==> src/rtl/pipe_pkg.sv <==
// rtl/pipe_pkg.sv - shared hazard controller types, constants and load-use helper
package pipe_pkg;

    typedef enum logic [1:0] {
        RUN        = 2'd0,
        LU_HOLD    = 2'd1,
        WAIT       = 2'd2,
        FLUSH_PEND = 2'd3
    } hz_state_t;

    localparam logic [4:0] REG_ZERO   = 5'd0;
    localparam logic [7:0] BUSY_LIMIT = 8'd255;

    // A load in EX whose destination feeds the ID instruction; $zero never hazards.
    function automatic logic load_use_hit(
        input logic       mem_read,
        input logic [4:0] rt_ex,
        input logic [4:0] rs_id,
        input logic [4:0] rt_id,
        input logic       uses_rt
    );
        return mem_read && (rt_ex != REG_ZERO) &&
               ((rt_ex == rs_id) || (uses_rt && (rt_ex == rt_id)));
    endfunction

endpackage

==> src/rtl/hazard_ctrl_if.sv <==
// rtl/hazard_ctrl_if.sv - hazard controller signal bundle with driver/controller views
interface hazard_ctrl_if;
    logic        MemRead_in_EX;
    logic [4:0]  rt_EX;
    logic [4:0]  rs_ID;
    logic [4:0]  rt_ID;
    logic        uses_rt_ID;
    logic        jump_in_EX;
    logic        Branch_taken_MEM;
    logic        mem_busy;
    logic        PC_write;
    logic        IF_ID_write;
    logic        IF_ID_flush;
    logic        ID_EX_bubble;
    logic        EX_MEM_flush;
    logic        pipe_freeze;
    logic        timeout;
    logic [15:0] stall_cnt;
    logic [15:0] flush_cnt;

    modport master (
        output MemRead_in_EX, rt_EX, rs_ID, rt_ID, uses_rt_ID,
               jump_in_EX, Branch_taken_MEM, mem_busy,
        input  PC_write, IF_ID_write, IF_ID_flush, ID_EX_bubble,
               EX_MEM_flush, pipe_freeze, timeout, stall_cnt, flush_cnt
    );

    modport slave (
        input  MemRead_in_EX, rt_EX, rs_ID, rt_ID, uses_rt_ID,
               jump_in_EX, Branch_taken_MEM, mem_busy,
        output PC_write, IF_ID_write, IF_ID_flush, ID_EX_bubble,
               EX_MEM_flush, pipe_freeze, timeout, stall_cnt, flush_cnt
    );
endinterface

==> src/rtl/busy_watchdog.sv <==
// rtl/busy_watchdog.sv - consecutive mem_busy cycle counter with sticky timeout
module busy_watchdog
    import pipe_pkg::*;
(
    input  logic clock,
    input  logic reset,
    input  logic mem_busy,
    output logic timeout
);

    logic [7:0] busy_cnt;

    // Count busy cycles (saturating); the cycle that reaches the limit latches timeout.
    always_ff @(posedge clock) begin
        if (!reset) begin
            busy_cnt <= '0;
            timeout  <= 1'b0;
        end else if (mem_busy) begin
            if (busy_cnt != BUSY_LIMIT) begin
                busy_cnt <= busy_cnt + 8'd1;
            end
            if (busy_cnt >= BUSY_LIMIT - 8'd1) begin
                timeout <= 1'b1;
            end
        end else begin
            busy_cnt <= '0;
        end
    end

endmodule

==> src/rtl/hazard_ctrl.sv <==
// rtl/hazard_ctrl.sv - pipeline hazard controller; HAZARD_STATS_EN enables stall/flush counters
module hazard_ctrl
    import pipe_pkg::*;
(
    input  logic          clock,
    input  logic          reset,
    hazard_ctrl_if.slave  hz
);

    hz_state_t state, state_nxt;
    logic      pend_br, pend_jmp, pend_br_nxt, pend_jmp_nxt;
    logic      do_br, do_jmp;
    logic      timeout_q;
    logic      pc_write, if_id_write, if_id_flush, id_ex_bubble, ex_mem_flush, pipe_freeze;

    // A flush latched during a busy stretch is replayed on the first non-busy cycle.
    assign do_br  = hz.Branch_taken_MEM || ((state == FLUSH_PEND) && pend_br);
    assign do_jmp = hz.jump_in_EX       || ((state == FLUSH_PEND) && pend_jmp);

    // State and pending-flush latch registers.
    always_ff @(posedge clock) begin
        if (!reset) begin
            state    <= RUN;
            pend_br  <= 1'b0;
            pend_jmp <= 1'b0;
        end else begin
            state    <= state_nxt;
            pend_br  <= pend_br_nxt;
            pend_jmp <= pend_jmp_nxt;
        end
    end

    // Next-state and control decode: busy > branch > jump > load-use.
    always_comb begin
        pc_write     = 1'b1;
        if_id_write  = 1'b1;
        if_id_flush  = 1'b0;
        id_ex_bubble = 1'b0;
        ex_mem_flush = 1'b0;
        pipe_freeze  = 1'b0;
        state_nxt    = RUN;
        pend_br_nxt  = pend_br;
        pend_jmp_nxt = pend_jmp;
        if (!reset) begin
            pc_write     = 1'b0;
            if_id_write  = 1'b0;
            pend_br_nxt  = 1'b0;
            pend_jmp_nxt = 1'b0;
        end else if (hz.mem_busy) begin
            pc_write     = 1'b0;
            if_id_write  = 1'b0;
            pipe_freeze  = 1'b1;
            pend_br_nxt  = pend_br  || hz.Branch_taken_MEM;
            pend_jmp_nxt = pend_jmp || hz.jump_in_EX;
            state_nxt    = (pend_br_nxt || pend_jmp_nxt) ? FLUSH_PEND : WAIT;
        end else begin
            pend_br_nxt  = 1'b0;
            pend_jmp_nxt = 1'b0;
            if (do_br) begin
                if_id_flush  = 1'b1;
                id_ex_bubble = 1'b1;
                ex_mem_flush = 1'b1;
            end else if (do_jmp) begin
                if_id_flush  = 1'b1;
                id_ex_bubble = 1'b1;
            end else if ((state != LU_HOLD) &&
                         load_use_hit(hz.MemRead_in_EX, hz.rt_EX, hz.rs_ID,
                                      hz.rt_ID, hz.uses_rt_ID)) begin
                pc_write     = 1'b0;
                if_id_write  = 1'b0;
                id_ex_bubble = 1'b1;
                state_nxt    = LU_HOLD;
            end
        end
    end

    busy_watchdog u_busy_watchdog (
        .clock    (clock),
        .reset    (reset),
        .mem_busy (hz.mem_busy),
        .timeout  (timeout_q)
    );

    assign hz.PC_write     = pc_write;
    assign hz.IF_ID_write  = if_id_write;
    assign hz.IF_ID_flush  = if_id_flush;
    assign hz.ID_EX_bubble = id_ex_bubble;
    assign hz.EX_MEM_flush = ex_mem_flush;
    assign hz.pipe_freeze  = pipe_freeze;
    assign hz.timeout      = reset && timeout_q;

`ifdef HAZARD_STATS_EN
    logic [15:0] stall_q, flush_q;

    // Saturating event counters for stalled fetch cycles and IF/ID flushes.
    always_ff @(posedge clock) begin
        if (!reset) begin
            stall_q <= '0;
            flush_q <= '0;
        end else begin
            if (!pc_write && (stall_q != 16'hFFFF)) begin
                stall_q <= stall_q + 16'd1;
            end
            if (if_id_flush && (flush_q != 16'hFFFF)) begin
                flush_q <= flush_q + 16'd1;
            end
        end
    end

    assign hz.stall_cnt = stall_q;
    assign hz.flush_cnt = flush_q;
`else
    assign hz.stall_cnt = '0;
    assign hz.flush_cnt = '0;
`endif

endmodule

==> src/flat_wrapper.sv <==
// flat-port wrapper written by rule: the top's interface ports become plain ports
module hazard_ctrl_flat import pipe_pkg::*;
  (clock, reset, hz_MemRead_in_EX, hz_rt_EX, hz_rs_ID, hz_rt_ID, hz_uses_rt_ID, hz_jump_in_EX, hz_Branch_taken_MEM, hz_mem_busy, hz_PC_write, hz_IF_ID_write, hz_IF_ID_flush, hz_ID_EX_bubble, hz_EX_MEM_flush, hz_pipe_freeze, hz_timeout, hz_stall_cnt, hz_flush_cnt);
  hazard_ctrl_if hz_i ();
  input  logic clock;
  input  logic reset;
  input wire logic [$bits(hz_i.MemRead_in_EX)-1:0] hz_MemRead_in_EX;
  input wire logic [$bits(hz_i.rt_EX)-1:0] hz_rt_EX;
  input wire logic [$bits(hz_i.rs_ID)-1:0] hz_rs_ID;
  input wire logic [$bits(hz_i.rt_ID)-1:0] hz_rt_ID;
  input wire logic [$bits(hz_i.uses_rt_ID)-1:0] hz_uses_rt_ID;
  input wire logic [$bits(hz_i.jump_in_EX)-1:0] hz_jump_in_EX;
  input wire logic [$bits(hz_i.Branch_taken_MEM)-1:0] hz_Branch_taken_MEM;
  input wire logic [$bits(hz_i.mem_busy)-1:0] hz_mem_busy;
  output wire logic [$bits(hz_i.PC_write)-1:0] hz_PC_write;
  output wire logic [$bits(hz_i.IF_ID_write)-1:0] hz_IF_ID_write;
  output wire logic [$bits(hz_i.IF_ID_flush)-1:0] hz_IF_ID_flush;
  output wire logic [$bits(hz_i.ID_EX_bubble)-1:0] hz_ID_EX_bubble;
  output wire logic [$bits(hz_i.EX_MEM_flush)-1:0] hz_EX_MEM_flush;
  output wire logic [$bits(hz_i.pipe_freeze)-1:0] hz_pipe_freeze;
  output wire logic [$bits(hz_i.timeout)-1:0] hz_timeout;
  output wire logic [$bits(hz_i.stall_cnt)-1:0] hz_stall_cnt;
  output wire logic [$bits(hz_i.flush_cnt)-1:0] hz_flush_cnt;
  assign hz_i.MemRead_in_EX = hz_MemRead_in_EX;
  assign hz_i.rt_EX = hz_rt_EX;
  assign hz_i.rs_ID = hz_rs_ID;
  assign hz_i.rt_ID = hz_rt_ID;
  assign hz_i.uses_rt_ID = hz_uses_rt_ID;
  assign hz_i.jump_in_EX = hz_jump_in_EX;
  assign hz_i.Branch_taken_MEM = hz_Branch_taken_MEM;
  assign hz_i.mem_busy = hz_mem_busy;
  assign hz_PC_write = hz_i.PC_write;
  assign hz_IF_ID_write = hz_i.IF_ID_write;
  assign hz_IF_ID_flush = hz_i.IF_ID_flush;
  assign hz_ID_EX_bubble = hz_i.ID_EX_bubble;
  assign hz_EX_MEM_flush = hz_i.EX_MEM_flush;
  assign hz_pipe_freeze = hz_i.pipe_freeze;
  assign hz_timeout = hz_i.timeout;
  assign hz_stall_cnt = hz_i.stall_cnt;
  assign hz_flush_cnt = hz_i.flush_cnt;
  hazard_ctrl u_core (.clock(clock), .reset(reset), .hz(hz_i));
endmodule
==> config.mk <==
export PLATFORM = sky130hd
export DESIGN_NAME = hazard_ctrl_flat
export DESIGN_NICKNAME = d
export VERILOG_FILES = /design/src/rtl/pipe_pkg.sv /design/src/rtl/hazard_ctrl_if.sv /design/src/rtl/busy_watchdog.sv /design/src/rtl/hazard_ctrl.sv /design/src/flat_wrapper.sv
export SDC_FILE = /design/constraint.sdc
export NUM_CORES = 1
export LEC_CHECK = 0
export CAP_MARGIN = 20
export CORE_MARGIN = 4
export CORE_UTILIZATION = 37
export DETAILED_ROUTE_END_ITERATION = 12
export PLACE_DENSITY = 0.83
export SYNTH_ARGS = -nofsm -noshare
export SYNTH_HDL_FRONTEND = slang
export SYNTH_SLANG_ARGS = --single-unit
==> constraint.sdc <==
create_clock -name clock -period 1.7 [get_ports clock]
set_input_delay 0.255 -clock clock [delete_from_list [all_inputs] [get_ports clock]]
set_output_delay 0.255 -clock clock [all_outputs]
set_load 0.02 [all_outputs]
==> flow_metrics.env <==
export IMPL_hold_violations=0
export IMPL_final_nets=192
export IMPL_pwr_density_cell_mw_per_mm2=567
export IMPL_post_cts_buffers=0
export IMPL_synthAdderAreaFrac_pct=2.51
export IMPL_arrival_ns=1.42
export IMPL_fmax_mhz=596
export IMPL_r2r_cells=3
export IMPL_endpoint="hz_PC_write"
export IMPL_min_path_type="flip-flop to flip-flop"
export IMPL_die_x_um=59.9
export IMPL_drc=0
export IMPL_rsz0062_at_grt="yes"
export IMPL_clock_path_buffers=2
export IMPL_synth_top_family_by_area="buffers and inverters"
export IMPL_clk_latency_ns=0.28
export IMPL_clkSlewWorstSetupHoldPaths_ns=0.08
export IMPL_clockRootBuffer="clkbuf_4"
export IMPL_fin_crit_ns=1.68
export IMPL_crit_required_ns=1.44
export IMPL_finalSetupViolCount=0
export IMPL_overflow=0
export IMPL_power_frac_comb_pct=30.4
export IMPL_initial_core_util_pct=39.6
export IMPL_syn_to_final_growth_pct=30.3
export IMPL_ys_ff_latch=13
export IMPL_synth_area_mux_share_pct=1.00
export IMPL_critical_path_class="input port to output port"
export IMPL_final_cell_count_no_fill=197
export IMPL_ant_nets=0
export IMPL_grt_first_pass_wirelength_um=3630
export IMPL_routed_wirelength_um=2240
export IMPL_first_pass_iters=4
export IMPL_seq_area_um2=260
export IMPL_setup_tns_ns=0
export IMPL_async_flop_share_pct=0
export IMPL_p_int_mw=0.495
export IMPL_portBuffers=28
export IMPL_htreeDepth=1
export IMPL_grt_total_usage_pct=13.6
export IMPL_post_route_period_util_pct=98.7
export IMPL_yosys_area_share_simple_pct=17.9
export IMPL_ios=61
export IMPL_num_rows=18
export IMPL_seqPwrFrac_pct=43.4
export IMPL_avgViaCountPerCell=4.52
export IMPL_ys_flop_type="dfxtp_1"
export IMPL_hpwl_um=1920
export IMPL_netSwitchingFraction_pct=32.9
export IMPL_r2r_setup_slack_ns=0.30
export IMPL_p_leak_nw=0.634
export IMPL_synth_compound_area_share_pct=13.5
export IMPL_grt_pass1_vias=860
export IMPL_crit_path_start="hz_rt_EX[4]"
export IMPL_num_vias=890
export IMPL_n_antenna_cell=0
export IMPL_wl_per_cell_um=11.4
export IMPL_fin_worst_skew_ns=0.000409
export IMPL_yosysSeqAreaShare_pct=26.1
export IMPL_n_fill_cell=239
export IMPL_ir_worst_vdd_mv=0.437
export IMPL_gp_congestion=0.819
export IMPL_crit_path_start_kind="input port"
export IMPL_dieHeight_um=59.9
export IMPL_synth_edff_count=0
export IMPL_synth_cell_type_count=30
export IMPL_dieArea_mm2=0.00359
export IMPL_cts_tree="built"
export IMPL_drive_gt1_share_pct=18.6
export IMPL_status="finished, final reports clean"
export IMPL_reg2reg_to="u_core.u_busy_watchdog.busy_cnt[1]"
export IMPL_syn_area_um2=998
export IMPL_core_area_mm2=0.00252
export IMPL_maxSlewViolCount=0
export IMPL_cts_sinks=13
export IMPL_syn_inst=124
export IMPL_grt_max_degree=10
export IMPL_antenna_found_initial=0
export IMPL_cts_made_buffers=3
export IMPL_multi_input_comb_area_um2=598
export IMPL_dr_first_iter_drc_count=24
export IMPL_r2r_start="u_core.u_busy_watchdog.busy_cnt[1]"
export IMPL_cap_viol_max_count=0
export IMPL_synth_xor_area_share_pct=11.4
export IMPL_p_clk_share_pct=26.3
export IMPL_critPathMaxFanout=3
export IMPL_ys_warnings_count=0
export IMPL_critPathCaptureType="output port"
export IMPL_dp_cells=193
export IMPL_synth_area_per_cell_um2=8.05
export IMPL_netSwitchingPower_mw=0.243
## power groups by stage
stage,clock network [mW],logic (mW),registers [mW]
finish,0.194,0.224,0.320
global route,0.216,0.243,0.322
CTS,0.194,0.224,0.320
detailed placement,0,0.234,0.327
global placement,0,0.229,0.327
floorplan,0,0.185,0.325
## kinds of logic (layout without fill, tap and decap cells)
group | Yosys count | count (layout)
other | 1 | 32
multiplexers | 1 | 1
AND/OR/NAND/NOR | 36 | 36
adder cells (fa/ha/maj) | 2 | 2
flip-flops | 13 | 13
buffers and inverters | 39 | 51
AO/OA/AOI/OAI | 19 | 19
XOR/XNOR | 13 | 13
## cells in the mapped netlist (2+ instances only)
master | n | area share [%]
nor3_1 | 2 | 1.0
a31oi_1 | 4 | 2.5
nand4_1 | 3 | 1.9
dfxtp_1 | 13 | 26
nand2_1 | 6 | 2.3
a21o_1 | 2 | 1.5
nor2_1 | 12 | 4.5
nand3_1 | 5 | 2.5
a21oi_1 | 4 | 2.0
xor2_1 | 2 | 1.8
ha_1 | 2 | 2.5
xnor2_1 | 11 | 9.6
inv_1 | 5 | 1.9
buf_4 | 33 | 25
o21ai_0 | 3 | 1.5
and3_1 | 2 | 1.3
and2_1 | 2 | 1.3
## worst min-delay path by stage
| stage | cells past startpoint | endpoint | from | slack, ns |
|---|---|---|---|---|
| global placement | 1 | u_core.u_busy_watchdog.busy_cnt[4] | u_core.u_busy_watchdog.busy_cnt[4] | 0.45 |
| CTS | 1 | u_core.u_busy_watchdog.busy_cnt[4] | u_core.u_busy_watchdog.busy_cnt[4] | 0.49 |
| detailed placement | 1 | u_core.u_busy_watchdog.busy_cnt[4] | u_core.u_busy_watchdog.busy_cnt[4] | 0.48 |
| finish | 1 | u_core.u_busy_watchdog.busy_cnt[4] | u_core.u_busy_watchdog.busy_cnt[4] | 0.48 |
| global route | 1 | u_core.u_busy_watchdog.busy_cnt[4] | u_core.u_busy_watchdog.busy_cnt[4] | 0.50 |
| floorplan | 2 | u_core.pend_br | hz_Branch_taken_MEM | 0.37 |
## cell usage in the layout (no fill, tap or decap), drive strengths merged
| cell type | count |
|---|---|
| o221ai | 1 |
| dlygate4sd2 | 11 |
| nor3 | 2 |
| o22ai | 1 |
| mux2i | 1 |
| a21oi | 4 |
| xor2 | 2 |
| nand4 | 3 |
| dlymetal6s2s | 2 |
| nor3b | 1 |
| nand2 | 6 |
| nand3 | 5 |
| o21bai | 1 |
| nand2b | 1 |
| o21ai | 4 |
| clkdlybuf4s50 | 6 |
| or4 | 2 |
| nor2 | 12 |
| xnor2 | 11 |
| and2 | 2 |
| clkbuf | 5 |
| inv | 5 |
| clkdlybuf4s15 | 2 |
| a21o | 2 |
| a31oi | 4 |
| a211oi | 1 |
| conb | 32 |
| o211ai | 1 |
| ha | 2 |
| and3 | 2 |
| buf | 20 |
| dfxtp | 13 |
## metrics by stage
stage / hold slack (ns) / worst slack, ns / util, % / power [mW] / area (um2)
2_1_floorplan: 0.371 / -0.0365 / - / 0.510 / 1120
3_3_place_gp: 0.445 / -0.763 / 51.1 / 0.556 / 1290
3_5_place_dp: 0.476 / -0.820 / 51.1 / 0.561 / 1290
4_1_cts: 0.487 / -0.0419 / 51.4 / 0.739 / 1300
5_1_grt: 0.504 / -0.0213 / 51.6 / 0.781 / 1300
6_report: 0.482 / 0.0218 / 51.6 / 0.738 / 1300
## cell type report
| class | instances | share of cell area [%] |
|---|---|---|
| well taps | 30 | 2.88 |
| repair buffers | 42 | 27.7 |
| flip-flops and latches | 13 | 20.0 |
| multi-input cells | 103 | 46.0 |
| inverters | 5 | 1.44 |
| clock buffers | 4 | 2.02 |
## routing by layer
layer	routed length [um]	vias to the layer above	track usage (%)
met5	0	-	0
met4	42	0	6.96
met3	139	5	4.54
met2	1200	30	23.0
met1	855	418	14.8
li1	-	437	-
## critical path, cell delays in order
cell	delay, ns
buf_6	0.09
or4_4	0.53
o221ai_4	0.19
nor2_2	0.06
a21oi_2	0.14
buf_4	0.16
## timing repair
| action | 4_1_cts | 5_1_grt |
|---|---|---|
| resized for setup | 48 | 5 |
| pin swaps | 17 | 8 |
| hold buffers | 0 | 0 |
| setup endpoints to repair | 7 | 5 |
## registers in the layout (all words and copies together) (netlist names)
name,flops
u_core.pend_br,1
u_core.pend_jmp,1
u_core.state,2
u_core.u_busy_watchdog.busy_cnt,8
u_core.u_busy_watchdog.timeout,1
Power figures use the tool's default switching activity.
